===== src/rtl/sci_master_if.sv =====
// rtl/sci_master_if.sv - host request/response channel and SCI bus bundle for sci_master
interface sci_master_if #(
    parameter int NUM_PERIPHERALS = 1,
    parameter int ADDR_WIDTH      = 4,
    parameter int DATA_WIDTH      = 8,
    parameter int PID_WIDTH       = 8
);
    logic                       req_valid;
    logic                       req_ready;
    logic                       req_wnr;
    logic [PID_WIDTH-1:0]       req_pid;
    logic [ADDR_WIDTH-1:0]      req_addr;
    logic [DATA_WIDTH-1:0]      req_wdata;
    logic                       rsp_valid;
    logic [1:0]                 rsp_err;
    logic [DATA_WIDTH-1:0]      rsp_rdata;
    logic [NUM_PERIPHERALS-1:0] sci_csn;
    logic                       sci_req;
    logic                       sci_ack;
    logic                       sci_resp;

    modport master (
        input  req_valid, req_wnr, req_pid, req_addr, req_wdata, sci_ack, sci_resp,
        output req_ready, rsp_valid, rsp_err, rsp_rdata, sci_csn, sci_req
    );

    modport slave (
        output req_valid, req_wnr, req_pid, req_addr, req_wdata, sci_ack, sci_resp,
        input  req_ready, rsp_valid, rsp_err, rsp_rdata, sci_csn, sci_req
    );
endinterface


===== src/rtl/sci_master.sv =====
// rtl/sci_master.sv - SCI bus master: single-beat host requests to serial write/read frames
// with ack timeout, ack-drop detection and peripheral index range checking.
module sci_master #(
    parameter int NUM_PERIPHERALS = 1,
    parameter int ADDR_WIDTH      = 4,
    parameter int DATA_WIDTH      = 8,
    parameter int TIMEOUT_CYCLES  = 256,
    parameter int PID_WIDTH       = 8
) (
    input  logic         clk,
    input  logic         rstn,
    sci_master_if.master bus
);
    localparam int CNT_W = $clog2(TIMEOUT_CYCLES + 1);
    localparam int MAX_W = (ADDR_WIDTH > DATA_WIDTH) ? ADDR_WIDTH : DATA_WIDTH;
    localparam int BIT_W = (MAX_W > 1) ? $clog2(MAX_W) : 1;

    localparam logic [1:0] ERR_OK       = 2'd0;
    localparam logic [1:0] ERR_TIMEOUT  = 2'd1;
    localparam logic [1:0] ERR_ACK_DROP = 2'd2;
    localparam logic [1:0] ERR_BAD_PID  = 2'd3;

    typedef enum logic [2:0] {
        IDLE,
        CMD,
        ADDR,
        WDATA,
        WAIT_ACK,
        RDATA,
        TAIL,
        DONE
    } state_t;

    state_t                     state;
    logic                       wnr;
    logic [ADDR_WIDTH-1:0]      addr_sr;
    logic [DATA_WIDTH-1:0]      wdata_sr;
    logic [DATA_WIDTH-1:0]      rdata_sr;
    logic [BIT_W-1:0]           bit_cnt;
    logic [CNT_W-1:0]           to_cnt;
    logic [PID_WIDTH-1:0]       pid;

    logic                       ready_q;
    logic                       rsp_valid_q;
    logic [1:0]                 rsp_err_q;
    logic [DATA_WIDTH-1:0]      rsp_rdata_q;
    logic [NUM_PERIPHERALS-1:0] csn_q;
    logic                       req_q;

    assign pid           = bus.req_pid;
    assign bus.req_ready = ready_q;
    assign bus.rsp_valid = rsp_valid_q;
    assign bus.rsp_err   = rsp_err_q;
    assign bus.rsp_rdata = rsp_rdata_q;
    assign bus.sci_csn   = csn_q;
    assign bus.sci_req   = req_q;

    always_ff @(posedge clk) begin
        if (!rstn) begin
            state       <= IDLE;
            wnr         <= 1'b0;
            addr_sr     <= '0;
            wdata_sr    <= '0;
            rdata_sr    <= '0;
            bit_cnt     <= '0;
            to_cnt      <= '0;
            ready_q     <= 1'b1;
            rsp_valid_q <= 1'b0;
            rsp_err_q   <= ERR_OK;
            rsp_rdata_q <= '0;
            csn_q       <= '1;
            req_q       <= 1'b0;
        end else begin
            rsp_valid_q <= 1'b0;
            case (state)
                IDLE: begin
                    if (bus.req_valid && ready_q) begin
                        ready_q <= 1'b0;
                        if (int'(pid) >= NUM_PERIPHERALS) begin
                            // Out-of-range target: answer immediately, bus stays idle.
                            state       <= DONE;
                            rsp_valid_q <= 1'b1;
                            rsp_err_q   <= ERR_BAD_PID;
                            rsp_rdata_q <= '0;
                        end else begin
                            state    <= CMD;
                            wnr      <= bus.req_wnr;
                            addr_sr  <= bus.req_addr;
                            wdata_sr <= bus.req_wdata;
                            csn_q    <= ~(NUM_PERIPHERALS'(1) << pid);
                            req_q    <= bus.req_wnr;
                        end
                    end
                end

                CMD: begin
                    req_q   <= addr_sr[0];
                    addr_sr <= addr_sr >> 1;
                    bit_cnt <= '0;
                    state   <= ADDR;
                end

                ADDR: begin
                    if (bit_cnt == BIT_W'(ADDR_WIDTH - 1)) begin
                        bit_cnt <= '0;
                        if (wnr) begin
                            req_q    <= wdata_sr[0];
                            wdata_sr <= wdata_sr >> 1;
                            state    <= WDATA;
                        end else begin
                            req_q  <= 1'b0;
                            to_cnt <= '0;
                            state  <= WAIT_ACK;
                        end
                    end else begin
                        req_q   <= addr_sr[0];
                        addr_sr <= addr_sr >> 1;
                        bit_cnt <= bit_cnt + 1'b1;
                    end
                end

                WDATA: begin
                    if (bit_cnt == BIT_W'(DATA_WIDTH - 1)) begin
                        bit_cnt <= '0;
                        req_q   <= 1'b0;
                        to_cnt  <= '0;
                        state   <= WAIT_ACK;
                    end else begin
                        req_q    <= wdata_sr[0];
                        wdata_sr <= wdata_sr >> 1;
                        bit_cnt  <= bit_cnt + 1'b1;
                    end
                end

                WAIT_ACK: begin
                    if (bus.sci_ack) begin
                        if (wnr) begin
                            state       <= DONE;
                            csn_q       <= '1;
                            rsp_valid_q <= 1'b1;
                            rsp_err_q   <= ERR_OK;
                            rsp_rdata_q <= '0;
                        end else begin
                            // Read bits enter at the MSB so bit 0 lands at position 0 after DATA_WIDTH captures.
                            rdata_sr <= DATA_WIDTH'(bus.sci_resp) << (DATA_WIDTH - 1);
                            bit_cnt  <= BIT_W'(1);
                            state    <= (DATA_WIDTH > 1) ? RDATA : TAIL;
                        end
                    end else if (to_cnt == CNT_W'(TIMEOUT_CYCLES)) begin
                        state       <= DONE;
                        csn_q       <= '1;
                        rsp_valid_q <= 1'b1;
                        rsp_err_q   <= ERR_TIMEOUT;
                        rsp_rdata_q <= '0;
                    end else begin
                        to_cnt <= to_cnt + 1'b1;
                    end
                end

                RDATA: begin
                    if (!bus.sci_ack) begin
                        state       <= DONE;
                        csn_q       <= '1;
                        rsp_valid_q <= 1'b1;
                        rsp_err_q   <= ERR_ACK_DROP;
                        rsp_rdata_q <= '0;
                    end else begin
                        rdata_sr <= (rdata_sr >> 1) | (DATA_WIDTH'(bus.sci_resp) << (DATA_WIDTH - 1));
                        if (bit_cnt == BIT_W'(DATA_WIDTH - 1)) begin
                            state <= TAIL;
                        end else begin
                            bit_cnt <= bit_cnt + 1'b1;
                        end
                    end
                end

                TAIL: begin
                    state       <= DONE;
                    csn_q       <= '1;
                    rsp_valid_q <= 1'b1;
                    rsp_err_q   <= ERR_OK;
                    rsp_rdata_q <= rdata_sr;
                end

                DONE: begin
                    ready_q <= 1'b1;
                    state   <= IDLE;
                end

                default: begin
                    state   <= IDLE;
                    csn_q   <= '1;
                    req_q   <= 1'b0;
                    ready_q <= 1'b1;
                end
            endcase
        end
    end
endmodule


===== src/flat_wrapper.sv =====
// flat-port wrapper written by rule: the top's interface ports become plain ports
module sci_master_flat 
#(
    parameter int NUM_PERIPHERALS = 1,
    parameter int ADDR_WIDTH      = 4,
    parameter int DATA_WIDTH      = 8,
    parameter int TIMEOUT_CYCLES  = 256,
    parameter int PID_WIDTH       = 8
)
  (clk, rstn, bus_req_valid, bus_req_wnr, bus_req_pid, bus_req_addr, bus_req_wdata, bus_sci_ack, bus_sci_resp, bus_req_ready, bus_rsp_valid, bus_rsp_err, bus_rsp_rdata, bus_sci_csn, bus_sci_req);
  sci_master_if #(.NUM_PERIPHERALS(NUM_PERIPHERALS), .ADDR_WIDTH(ADDR_WIDTH), .DATA_WIDTH(DATA_WIDTH), .PID_WIDTH(PID_WIDTH)) bus_i ();
  input  logic clk;
  input  logic rstn;
  input wire logic [$bits(bus_i.req_valid)-1:0] bus_req_valid;
  input wire logic [$bits(bus_i.req_wnr)-1:0] bus_req_wnr;
  input wire logic [$bits(bus_i.req_pid)-1:0] bus_req_pid;
  input wire logic [$bits(bus_i.req_addr)-1:0] bus_req_addr;
  input wire logic [$bits(bus_i.req_wdata)-1:0] bus_req_wdata;
  input wire logic [$bits(bus_i.sci_ack)-1:0] bus_sci_ack;
  input wire logic [$bits(bus_i.sci_resp)-1:0] bus_sci_resp;
  output wire logic [$bits(bus_i.req_ready)-1:0] bus_req_ready;
  output wire logic [$bits(bus_i.rsp_valid)-1:0] bus_rsp_valid;
  output wire logic [$bits(bus_i.rsp_err)-1:0] bus_rsp_err;
  output wire logic [$bits(bus_i.rsp_rdata)-1:0] bus_rsp_rdata;
  output wire logic [$bits(bus_i.sci_csn)-1:0] bus_sci_csn;
  output wire logic [$bits(bus_i.sci_req)-1:0] bus_sci_req;
  assign bus_i.req_valid = bus_req_valid;
  assign bus_i.req_wnr = bus_req_wnr;
  assign bus_i.req_pid = bus_req_pid;
  assign bus_i.req_addr = bus_req_addr;
  assign bus_i.req_wdata = bus_req_wdata;
  assign bus_i.sci_ack = bus_sci_ack;
  assign bus_i.sci_resp = bus_sci_resp;
  assign bus_req_ready = bus_i.req_ready;
  assign bus_rsp_valid = bus_i.rsp_valid;
  assign bus_rsp_err = bus_i.rsp_err;
  assign bus_rsp_rdata = bus_i.rsp_rdata;
  assign bus_sci_csn = bus_i.sci_csn;
  assign bus_sci_req = bus_i.sci_req;
  sci_master #(.NUM_PERIPHERALS(NUM_PERIPHERALS), .ADDR_WIDTH(ADDR_WIDTH), .DATA_WIDTH(DATA_WIDTH), .TIMEOUT_CYCLES(TIMEOUT_CYCLES), .PID_WIDTH(PID_WIDTH)) u_core (.clk(clk), .rstn(rstn), .bus(bus_i));
endmodule

===== config.mk =====
export PLATFORM = sky130hd
export DESIGN_NAME = sci_master_flat
export DESIGN_NICKNAME = d
export VERILOG_FILES = /design/src/rtl/sci_master_if.sv /design/src/rtl/sci_master.sv /design/src/flat_wrapper.sv
export SDC_FILE = /design/constraint.sdc
export NUM_CORES = 1
export LEC_CHECK = 0
export ABC_AREA = 1
export CORE_ASPECT_RATIO = 1.1
export CORE_MARGIN = 2
export CORE_UTILIZATION = 50
export CTS_CLUSTER_DIAMETER = 120
export DETAILED_ROUTE_END_ITERATION = 12
export DONT_BUFFER_PORTS = 1
export SETUP_SLACK_MARGIN = 0.1
export SLEW_MARGIN = 0
export SYNTH_ARGS = -nofsm -noshare
export SYNTH_HDL_FRONTEND = slang
export SYNTH_SLANG_ARGS = --single-unit

===== constraint.sdc =====
create_clock -name clk -period 2.21 [get_ports clk]
set_input_delay 0.221 -clock clk [delete_from_list [all_inputs] [get_ports clk]]
set_output_delay 0.221 -clock clk [all_outputs]
set_load 0.1 [all_outputs]

After elaboration in Yosys (flattened, before gate mapping) --
Cells that the tools add are included.
Word-level totals: flip-flop bits (word level) 50, input bits 26, logic and storage cells 144
Cells by class: add/subtract/negate cells 2, magnitude comparators 1, equality and inequality tests 29, shift-type cells 1, multiplexer cells 74, bitwise gates (word level) 3, reductions and logical operators 21
Operator list (number):
- two-way mux 8 bit | 14
- two-way mux 3 bit | 15
- two-way mux 9 bit | 5
- one-hot mux 8 bit (4 select lines) | 1
- one-hot mux 9 bit (3 select lines) | 1
- one-hot mux 3 bit (8 select lines) | 1
- one-hot mux 8 bit (3 select lines) | 1
- AND reduction 6 bit | 4
- inequality test 2 bit, second input constant | 11
- two-way mux 1 bit | 18
- one-hot mux 8 bit (2 select lines) | 1
- equality test 3 bit, second input constant | 5
- one-hot mux 3 bit (5 select lines) | 1
- two-way mux 2 bit | 7
- two-way mux 4 bit | 3
- one-hot mux 1 bit (4 select lines) | 3
- one-hot mux 4 bit (3 select lines) | 1
- inequality test 2 x 1 -> 1 bit, second input constant | 5
- AND reduction 5 bit | 2
- adder 9 x 1 -> 9 bit, second input constant | 1
- equality test 3 x 2 -> 1 bit, second input constant | 3
- equality test 9 bit, second input constant | 1
- inequality test 3 x 2 -> 1 bit, second input constant | 3
- nonzero test 3 bit | 3
- 16 further kinds | 21

Logic depth before layout (Yosys ltp) --
Gate-level depths: netlist (run 1).
depth after elaboration 5, depth in mapped cells 12

Worst setup path after synthesis (run 1) --
Ideal clock, no wire load.
path kind reg2reg, start reg u_core.ready_q (netlist: u_core.bus.req_ready), end reg u_core.rsp_err_q[0] (netlist: u_core.bus.rsp_err[0]), setup time 0.117 ns, arrival time 1.815 ns, path slack 0.278 ns, cell stages (with the launch flop) 11, period minus slack after synthesis 1.932 ns, path through dfxtp_1 nand2_1 inv_1 nor2_2 inv_2 nand2_2 inv_2 buf_2 nand3_1 nand2_1 nor2_1
On the way: word-level cells in the longest chain between the ends 3
Ends and longest elaborated chain:
- from (decl) | RTL line sci_master.sv:43 | logic ready_q;
- from (signal assigned) | RTL line sci_master.sv:67 | ready_q <= 1'b1;
- from (signal assigned) | RTL line sci_master.sv:78 | ready_q <= 1'b0;
- from (signal assigned) | RTL line sci_master.sv:186 | ready_q <= 1'b1;
- logical AND 1 bit | RTL line sci_master.sv:77 | if (bus.req_valid && ready_q) begin
- inequality test 2 x 1 -> 1 bit (no line)
- AND reduction 6 bit (no line)
- to (signal assigned) | RTL line sci_master.sv:69 | rsp_err_q <= ERR_OK;
- to (signal assigned) | RTL line sci_master.sv:83 | rsp_err_q <= ERR_BAD_PID;
- to (signal assigned) | RTL line sci_master.sv:141 | rsp_err_q <= ERR_OK;
- to (decl) | RTL line sci_master.sv:45 | logic [1:0] rsp_err_q;
Every way passes these cells. A chain may end at the register's enable or synchronous reset.

Worst setup path after layout (run 1) --
start reg u_core.state[2], end reg u_core.state[1]
On the way: word-level cells in the longest chain between the ends 3
Ends and longest elaborated chain:
- from (decl) | RTL line sci_master.sv:34 | state_t state;
- from (signal assigned) | RTL line sci_master.sv:147 | state <= (DATA_WIDTH > 1) ? RDATA : TAIL;
- equality test 3 bit (tied with other cells) | RTL line sci_master.sv:75 | case (state)
- inequality test 3 x 2 -> 1 bit (no line) / inequality test 2 x 1 -> 1 bit (equally long branches)
- AND reduction 5 bit (no line)
Parallel ways exist; a longest one is shown, timed or not.

==> impl_metrics.ini, run 1 <==
[outcome]
status = finished clean

[logic_synthesis]
synth_compound_area_frac = 0.08472
ys_ff_latch = 50
yosys.area.top_type = dfxtp_1
postSynthCellCount = 494
synth_xor_area_frac = 0.005814
syn_nets = 530
yosys.area_share.simple = 0.4568
yosysWarnings = 0
synth_top_family_by_area = simple AND/OR/NAND/NOR gates
synthMuxAreaShare = 0
synth.cell_area_um2 = 3013
synth_fa_ha_area_frac = 0.04153
synth.distinct_cells = 23
yosysTopAreaCellShare = 0.3322
syn_avg_cell_area_um2 = 6.099
synth-seq-area-share = 0.3322
synth_area_leaders = dfxtp_1 (33%), nand2_1 (21%), nor2_1 (8.8%), nand3_1 (7.8%), a21oi_1 (6.0%)

[timing]
post-route-period-util = 0.8828
hold_viol_final = 0
fmax_mhz = 512.6
maxSlewHeadroom = 0.7400
worst_pin_slew_ns = 0.3895
tns_ns = 0
finalCriticalPeriod_ns = 1.951
setup_slack_ns = 0.2591
setup_violations = 0
fin_skew_ns = 0.005250
drv_slew = 0
grt_setup_unrepaired = false

[die]
die_y_um = 85.42
pin_count = 40
initial_core_util = 0.5190
die-area_um2 = 6664
dieWidth_um = 78.02
rows = 29
core_um2 = 5806

[worst_hold_path]
hp-class = input pin to register

[finish]
nNetsFinal = 547
syn_to_final_growth_pct = 10.92
antenna-diode-count = 0
fillers = 613
drive_gt1_frac = 0.1055
fin_cells = 589
finalCoreUtilization = 0.5756

[detailed_routing]
first_pass_iters = 5
drt_iter0_markers = 172
avgViaCountPerCell = 5.121
routed_wl_um = 7229
wl_per_cell_um = 12.27
final_antenna_net_count = 0
vias = 3016
drc = 0

[setup_path]
crit_fanout = 11
worst_setup_path_end_kind = register
worstPathRequired_ns = 2.44
crit_top_cell = nor2_1
crit_chain = inv_2 -> ha_1 -> inv_1 -> nand4_1 -> or2_1 -> nand2_1 -> nor2_1 -> nor2_1
r2r_setup_slack_ns = 0.26
critPathLaunchType = register
path_class = register to register
crit_arrival_ns = 2.18
crit_family = simple AND/OR/NAND/NOR gates
slowest_stage = dfxtp_1
max_stage_delay_ns = 0.57
cp_num_buf_inv = 2

[global_route]
grt_pass1_wl_um = 12590
grt_pass1_vias = 2727
grt_max_degree = 19
track_usage = 0.2319
antenna_found_initial = 0
grt_overflow = 0

[cts]
cts_buffer_depth = 2
cts_made_buffers = 5
cts_max_level = 2
cts_sinks = 50
cts_tree = yes
clkLatencyLatePin_ns = 0.31
path_clk_slew_ns = 0.10
clock-root-buffer = clkbuf_8

[placed_design]
globalplace.congestion = 0.8462
pre_cts_ws_ns = 0.2751
io_buffers = 0
dp_hpwl_um = 5406
dp_cells = 580

[power]
vdd_drop_max_mv = 0.6705
p_per_area_nw_per_um2 = 1439
leakagePower_uw = 0.001546
finalPower_uw = 4809

[flow_run]
maxCapViolCount = 0
[routing by layer]
layer / global-route usage / up-vias / part of all wire / wire length [um]
met5: 0 / - / 0 / 0
met4: 0.06858 / 0 / 0.018 / 132
met3: 0.03404 / 14 / 0.043 / 308
met2: 0.3981 / 93 / 0.47 / 3422
met1: 0.3021 / 1302 / 0.47 / 3365
li1: - / 1607 / - / -
[sequential cells by signal (all words and copies together), names as in the netlist, 2 cells and up]
| register | count |
|---|---|
| u_core.wdata_sr | 8 |
| u_core.addr_sr | 4 |
| u_core.bus.rsp_err | 2 |
| u_core.state | 3 |
| u_core.to_cnt | 9 |
| u_core.bus.rsp_rdata | 8 |
| u_core.rdata_sr | 8 |
| u_core.bit_cnt | 3 |
[final cells by class]
cell class                      instances  area (um^2)  share of cell area
Timing Repair Buffer                   22        167.7             0.05017
Tap cell                               77        96.34             0.02883
Inverter                               49        183.9             0.05504
Clock inverter                          3        45.04             0.01348
Multi-Input combinational cell        383         1779              0.5324
Clock buffer                            5        68.82             0.02059
Sequential cell                        50         1001              0.2995
[final timing paths]
kind,start,endpoint,cells after the start
setup / recovery,u_core.state[2],u_core.state[1],8
hold / removal,rstn,u_core.bus.rsp_rdata[0],2
hold reg to reg,u_core.wdata_sr[7],u_core.wdata_sr[7],2
setup reg to reg,u_core.state[2],u_core.state[1],8
[Yosys cell counts (all sizes together)]
cell	number
o21ai	15
buf	3
clkbuf	9
xor2	2
or2	1
a21oi	36
nor2	80
nor3	2
inv	46
nand2	172
nand3	50
clkinv	3
dfxtp	50
nand4	13
ha	10
nand3b	2
[what timing repair did]
action / in CTS / in global routing
hold buffers: 1 / 0
setup buffers: 0 / 0
resized for setup: 0 / 2
endpoints found under the setup margin: 0 / 11
hold endpoints to repair: 1 / 0
[per-stage QoR]
step | instance area [um^2] | hold slack, ns
after floorplan | 3013 | 0.3863
after global placement | 3213 | 0.3111
after detailed placement | 3213 | 0.3115
after CTS | 3337 | 0.007313
after global routing | 3342 | 0.002360
final | 3342 | 0.01901
[kinds of logic (layout without fill, tap and decap cells)]
group,count (synthesis),in the layout
flip-flops,50,50
adder cells (fa/ha/maj),10,10
buffers and inverters,61,79
AO/OA/AOI/OAI,51,51
AND/OR/NAND/NOR,320,320
XOR/XNOR,2,2
[power by group]
| group | internal [uW] | switching (uW) | total [uW] |
|---|---|---|---|
| clock network | 337 | 328 | 665 |
| logic | 796 | 2080 | 2870 |
| registers | 1110 | 162 | 1270 |
| total | 2240 | 2570 | 4810 |
[layout by cell type, fill, tap and decap left out, types with 2 or more instances in the layout]
cell type,synthesis,routed
nand2_1,168,167
nor2_1,71,71
dfxtp_1,50,50
nand3_1,47,47
inv_1,39,39
a21oi_1,36,36
buf_4,2,21
o21ai_0,14,14
nand4_1,13,13
ha_1,10,9
inv_2,7,7
nand2_2,4,5
nor2_2,5,5
clkbuf_8,0,5
nor2_4,4,4
nand3_2,3,3
clkinv_1,3,3
nand3b_1,2,2
xor2_1,2,2
nor3_1,2,2
clkinvlp_4,0,2
No activity file was read; power rests on OpenSTA's default activity.
==> run 2: changes to the inputs <==
--- a/config.mk
+++ b/config.mk
@@ -9,9 +9,10 @@
 export CORE_ASPECT_RATIO = 1.1
 export CORE_MARGIN = 2
 export CORE_UTILIZATION = 50
-export CTS_CLUSTER_DIAMETER = 120
+export CTS_CLUSTER_DIAMETER = 60
 export DETAILED_ROUTE_END_ITERATION = 12
 export DONT_BUFFER_PORTS = 1
+export HOLD_SLACK_MARGIN = 0.12
 export SETUP_SLACK_MARGIN = 0.1
 export SLEW_MARGIN = 0
 export SYNTH_ARGS = -nofsm -noshare
==> run 2 against run 1 <==
- worst setup slack better by 0.021 ns
- die area unchanged
- critical path depth grew 1
- combinational power is essentially flat
- global-route usage grew 0.20 points
- utilization up 0.34 points
- maximum frequency rose by 1.1%
- sequential power barely moved
- clock power barely moved
- first-iteration DRC count up 28%
- critical endpoint is now u_core.bus.rsp_rdata[2]
- highest routed layer unchanged
==> impl_metrics.ini, run 2 (synthesized netlist as in run 1, its figures left out) <==
[setup_path]
crit_arrival_ns = 2.15
worst_setup_path_end_kind = register
reg2reg_depth = 9
path_class = register to register
worstPathRequired_ns = 2.43
reg2reg_from = u_core.state[2]
critPathLaunchType = register
r2r_end = u_core.bus.rsp_rdata[2]
crit_fanout = 11
r2r_setup_slack_ns = 0.28

[timing]
worst_pin_slew_ns = 0.6193
hold_viol_final = 0
maxSlewHeadroom = 0.5858
finalCriticalPeriod_ns = 1.930
fmax_mhz = 518.0
setup_violations = 0
grt_setup_unrepaired = false
fin_skew_ns = 0.005001
drv_slew = 0
tns_ns = 0
post-route-period-util = 0.8735

[die]
rows = 29
die-area_um2 = 6664
initial_core_util = 0.5190
dieWidth_um = 78.02
core_um2 = 5806
die_y_um = 85.42
pin_count = 40

[worst_hold_path]
hp-start = bus_req_wdata[7]
whs_path_depth = 3
min_to = u_core.wdata_sr[7]
hp-class = input pin to register

[cts]
cts_buffer_depth = 2
cts_sinks = 50
post_cts_buffers = 0
clkLatencyLatePin_ns = 0.31
cts_tree = yes
path_clk_slew_ns = 0.10
cts_made_buffers = 5
clock-root-buffer = clkbuf_8
cts_max_level = 2

[global_route]
antenna_found_initial = 0
grt_overflow = 0
track_usage = 0.2339
grt_max_degree = 19
grt_pass1_wl_um = 12670
grt_pass1_vias = 2739

[finish]
layout_common_cells = nand2_1 (167), nor2_1 (71), dfxtp_1 (50)
drive_gt1_frac = 0.1051
antenna-diode-count = 0
mostFrequentLayoutCell = nand2_1
syn_to_final_growth_pct = 11.59
nNetsFinal = 549
largest_reg_flops = 9
largest_register = u_core.to_cnt
fin_cells = 591
fillers = 611

[detailed_routing]
vias = 3023
drc = 0
routed_wl_um = 7277
final_antenna_net_count = 0
avgViaCountPerCell = 5.115
wl_per_cell_um = 12.31
drt_iter0_markers = 221
first_pass_iters = 5

[power]
vdd_drop_max_mv = 0.6726
comb_power_share = 0.598
leakagePower_uw = 0.001554
p_per_area_nw_per_um2 = 1432
clockPowerShare = 0.138
p_switching_uw = 2570
swShare = 0.5336
power.internal_uw = 2246
p_seq_frac = 0.264

[placed_design]
globalplace.congestion = 0.8462
dp_cells = 580
io_buffers = 0
dp_hpwl_um = 5406

[outcome]
status = finished clean

[flow_run]
maxCapViolCount = 0
[run 2: changes by cell type in the layout (fill, tap and decap cells not counted), sizes merged]
| cell | before | now |
|---|---|---|
| dlygate4sd3 | 1 | 3 |
[run 2: how the worst max path moves through the flow]
stage / start / end / slack, ns / cells past startpoint
global route: u_core.state[2] / u_core.bus.rsp_err[0] / 0.12 / 9
detailed placement: u_core.state[2] / u_core.bus.rsp_rdata[2] / 0.28 / 8
floorplan: u_core.bus.req_ready / u_core.bus.rsp_err[0] / 0.28 / 10
global placement: u_core.state[2] / u_core.bus.rsp_rdata[2] / 0.31 / 8
CTS: u_core.state[2] / u_core.bus.rsp_rdata[2] / 0.22 / 8
finish: u_core.state[2] / u_core.bus.rsp_rdata[2] / 0.28 / 9
[run 2: worst max-delay path, stage by stage, from the launching register on]
cell and delay [ns]:
dfxtp_1 0.57, inv_2 0.19, nor2_1 0.22, nand2_1 0.14, nand3_1 0.14, nand2_1 0.12, nor2_4 0.23, nand3_1 0.11
nand2_1 0.07, nor2_1 0.04
[run 2: power groups by stage]
| stage | Clock, uW | Sequential, uW | Combinational [uW] |
|---|---|---|---|
| floorplan | 0 | 1830 | 1710 |
| CTS | 682 | 1270 | 2880 |
| detailed placement | 0 | 1290 | 2860 |
| finish | 665 | 1270 | 2880 |
| global route | 708 | 1300 | 3200 |
| global placement | 0 | 1280 | 2840 |
[run 2: area by class of cell]
| type | count | area (um^2) | share of cell area |
|---|---|---|---|
| Clock buffer | 5 | 68.82 | 0.02047 |
| Tap cell | 77 | 96.34 | 0.02866 |
| Inverter | 49 | 183.9 | 0.05471 |
| Multi-Input combinational cell | 383 | 1779 | 0.5292 |
| Timing Repair Buffer | 24 | 187.7 | 0.05582 |
| Clock inverter | 3 | 45.04 | 0.01340 |
| Sequential cell | 50 | 1001 | 0.2977 |
[run 2: per-layer routing]
layer / vias up / wire [um] / track usage
met2: 96 / 3478 / 0.4020
met3: 12 / 329 / 0.03511
met5: - / 0 / 0
li1: 1610 / - / -
met1: 1305 / 3344 / 0.3021
met4: 0 / 124 / 0.07337
[run 2: metrics by stage]
step | instance area, um^2 | setup slack, ns | hold slack, ns | total power [uW] | utilization
5_1_grt | 3362 | 0.1170 | 0.1750 | 5205 | 0.5791
3_3_place_gp | 3213 | 0.3138 | 0.3111 | 4127 | 0.5534
3_5_place_dp | 3213 | 0.2751 | 0.3115 | 4148 | 0.5534
4_1_cts | 3357 | 0.2158 | 0.1333 | 4830 | 0.5782
2_1_floorplan | 3013 | 0.2779 | 0.3863 | 3540 | -
6_report | 3362 | 0.2796 | 0.1411 | 4816 | 0.5791
[run 2: timing repair]
action | CTS | global route
hold buffers | 3 | 0
resized for setup | 0 | 2
endpoints found under the hold margin | 18 | 0
endpoints found under the setup margin | 0 | 11
==> patch (flow settings as in run 2) <==
`PID_WIDTH` is set to 8 in 3 places; all go to 12.
--- a/src/rtl/sci_master_if.sv
+++ b/src/rtl/sci_master_if.sv
@@ -3,7 +3,7 @@
     parameter int NUM_PERIPHERALS = 1,
     parameter int ADDR_WIDTH      = 4,
     parameter int DATA_WIDTH      = 8,
-    parameter int PID_WIDTH       = 8
+    parameter int PID_WIDTH       = 12
 );
     logic                       req_valid;
     logic                       req_ready;
--- a/src/rtl/sci_master.sv
+++ b/src/rtl/sci_master.sv
@@ -5,7 +5,7 @@
     parameter int ADDR_WIDTH      = 4,
     parameter int DATA_WIDTH      = 8,
     parameter int TIMEOUT_CYCLES  = 256,
-    parameter int PID_WIDTH       = 8
+    parameter int PID_WIDTH       = 12
 ) (
     input  logic         clk,
     input  logic         rstn,
--- a/src/flat_wrapper.sv
+++ b/src/flat_wrapper.sv
@@ -5,7 +5,7 @@
     parameter int ADDR_WIDTH      = 4,
     parameter int DATA_WIDTH      = 8,
     parameter int TIMEOUT_CYCLES  = 256,
-    parameter int PID_WIDTH       = 8
+    parameter int PID_WIDTH       = 12
 )
   (clk, rstn, bus_req_valid, bus_req_wnr, bus_req_pid, bus_req_addr, bus_req_wdata, bus_sci_ack, bus_sci_resp, bus_req_ready, bus_rsp_valid, bus_rsp_err, bus_rsp_rdata, bus_sci_csn, bus_sci_req);
   sci_master_if #(.NUM_PERIPHERALS(NUM_PERIPHERALS), .ADDR_WIDTH(ADDR_WIDTH), .DATA_WIDTH(DATA_WIDTH), .PID_WIDTH(PID_WIDTH)) bus_i ();
Ports: changed (resized bus_req_pid); port bits go from 40 to 44. No check against the original RTL was run, so the function may have changed too.
==> patch against run 2 <==
  * Worst setup slack improved by 0.0065 ns
  * Total power is 7.9% higher
  * Non-clock buffer count decreased by 1
  * Synthesized area down 1.2%
  * Largest cell class unchanged
  * Cell count is 5.6% lower
  * Sequential share of layout area up 0.50 points
  * Design area is 1.6% lower
  * Critical path depth is the same
  * Count of clock-buffer cells in the layout up 1
  * Sequential cell count unchanged
  * Largest power group unchanged
  * Clock power rose by 4.5%
  * Routed wire length fell by 5.1%
  * Combinational power is 8.0% higher
==> patch: results (changes against run 2) <==
Run status
  – Status: finished clean

Cells and area
  – Clkbuf count: 6 (+1)
  – Data buffer area share: 0.0545 (-0.00134)
  – # nets final: 516 (-6.0%)
  – Layout cells sized above 1: 0.139 (+0.0342)
  – Final clock-cell share: 0.0367 (+0.00283)
  – Multi-input logic area: 1730 µm² (-2.8%)
  – Multi-input gates: 353 (-7.8%)
  – Num sequential: 50 (unchanged)
  – Fill count: 602 (-1.5%)
  – Count of plain and timing-repair buffers: 23 (-4.2%)

Placed design
  – Dpl ws: 0.341 ns (+0.0656 ns)
  – Placer congestion estimate: 0.905 (+6.9%)
  – Dpl hpwl: 5030 µm (-6.9%)

GRT
  – Global-route wire length before repair: 11,700 µm (-7.4%)
  – Met3 usage: 0.0447 (+0.00957)
  – Vias in the first global route: 2,615 (-4.5%)
  – Global Route met1 Usage: 0.279 (-0.0234)
  – M2 GR Usage: 0.369 (-0.0329)

Worst setup path
  – Reg2reg start: u_core.bit_cnt[0]$_SDFFE_PN0P_
  – Worst path max stage delay: 0.39 ns (-0.18 ns)
  – Crit path to: u_core.to_cnt[3]$_SDFFE_PN0P_

Synthesis
  – Synth Area in XOR/XNOR: 0.00589 (+0.0000733)
  – Synth unique cells: 27 (+17%)
  – Top post-synthesis cells by area: dfxtp_1, nand2_1, nor2_1
  – Synth Area in Compound Gates: 0.106 (+0.0208)
  – Synth top cells by count: nand2_1, nor2_1, dfxtp_1
  – Register area share after synthesis: 0.336 (+0.00419)
  – Synth Net Count: 499 (-5.8%)

Power and ir drop
  – Int Power: 0.00239 W (+6.5%)
  – P_seq: 0.00140 W (+10%)
  – Leakage power total: 1.44 nW (-7.2%)

STA
  – Setup Skew: 0.00961 ns (+0.00460 ns)
  – Crit share post-route: 0.871 (-0.00296)
  – Max-slew headroom: 0.373 (-0.213)

Drt
  – DRT met1 WL: 3320 µm (-0.66%)
  – Routed length on met3: 404 µm (+23%)
  – Iter 0 DRT Violations: 191 (-14%)

Min path
  – Hold depth: 4 (+1)
## patch: what timing repair did
item                                    4_1_cts  5_1_grt
gates resized for setup                       0        1
hold endpoints to repair                     28        0
hold buffers                                  3        0
setup buffers                                 0        0
endpoints found under the setup margin        0        1
## patch: stage by stage
stage                     total power [W]  area (µm²)   util  instances
after floorplan                   0.00391        2980      -        463
after global placement            0.00447        3150  0.547        547
after detailed placement          0.00449        3150  0.547        547
after CTS                         0.00520        3300  0.573        558
after global routing              0.00563        3310  0.573        558
final                             0.00520        3310  0.573        558
## patch: worst max-delay path, delay by kind of cell (launching register included)
kind / cells / cell delay, ns
buffers and inverters: 2 / 0.27
adder cells (fa/ha/maj): 2 / 0.46
flip-flops: 1 / 0.39
AND/OR/NAND/NOR: 4 / 0.58
AO/OA/AOI/OAI: 1 / 0.15
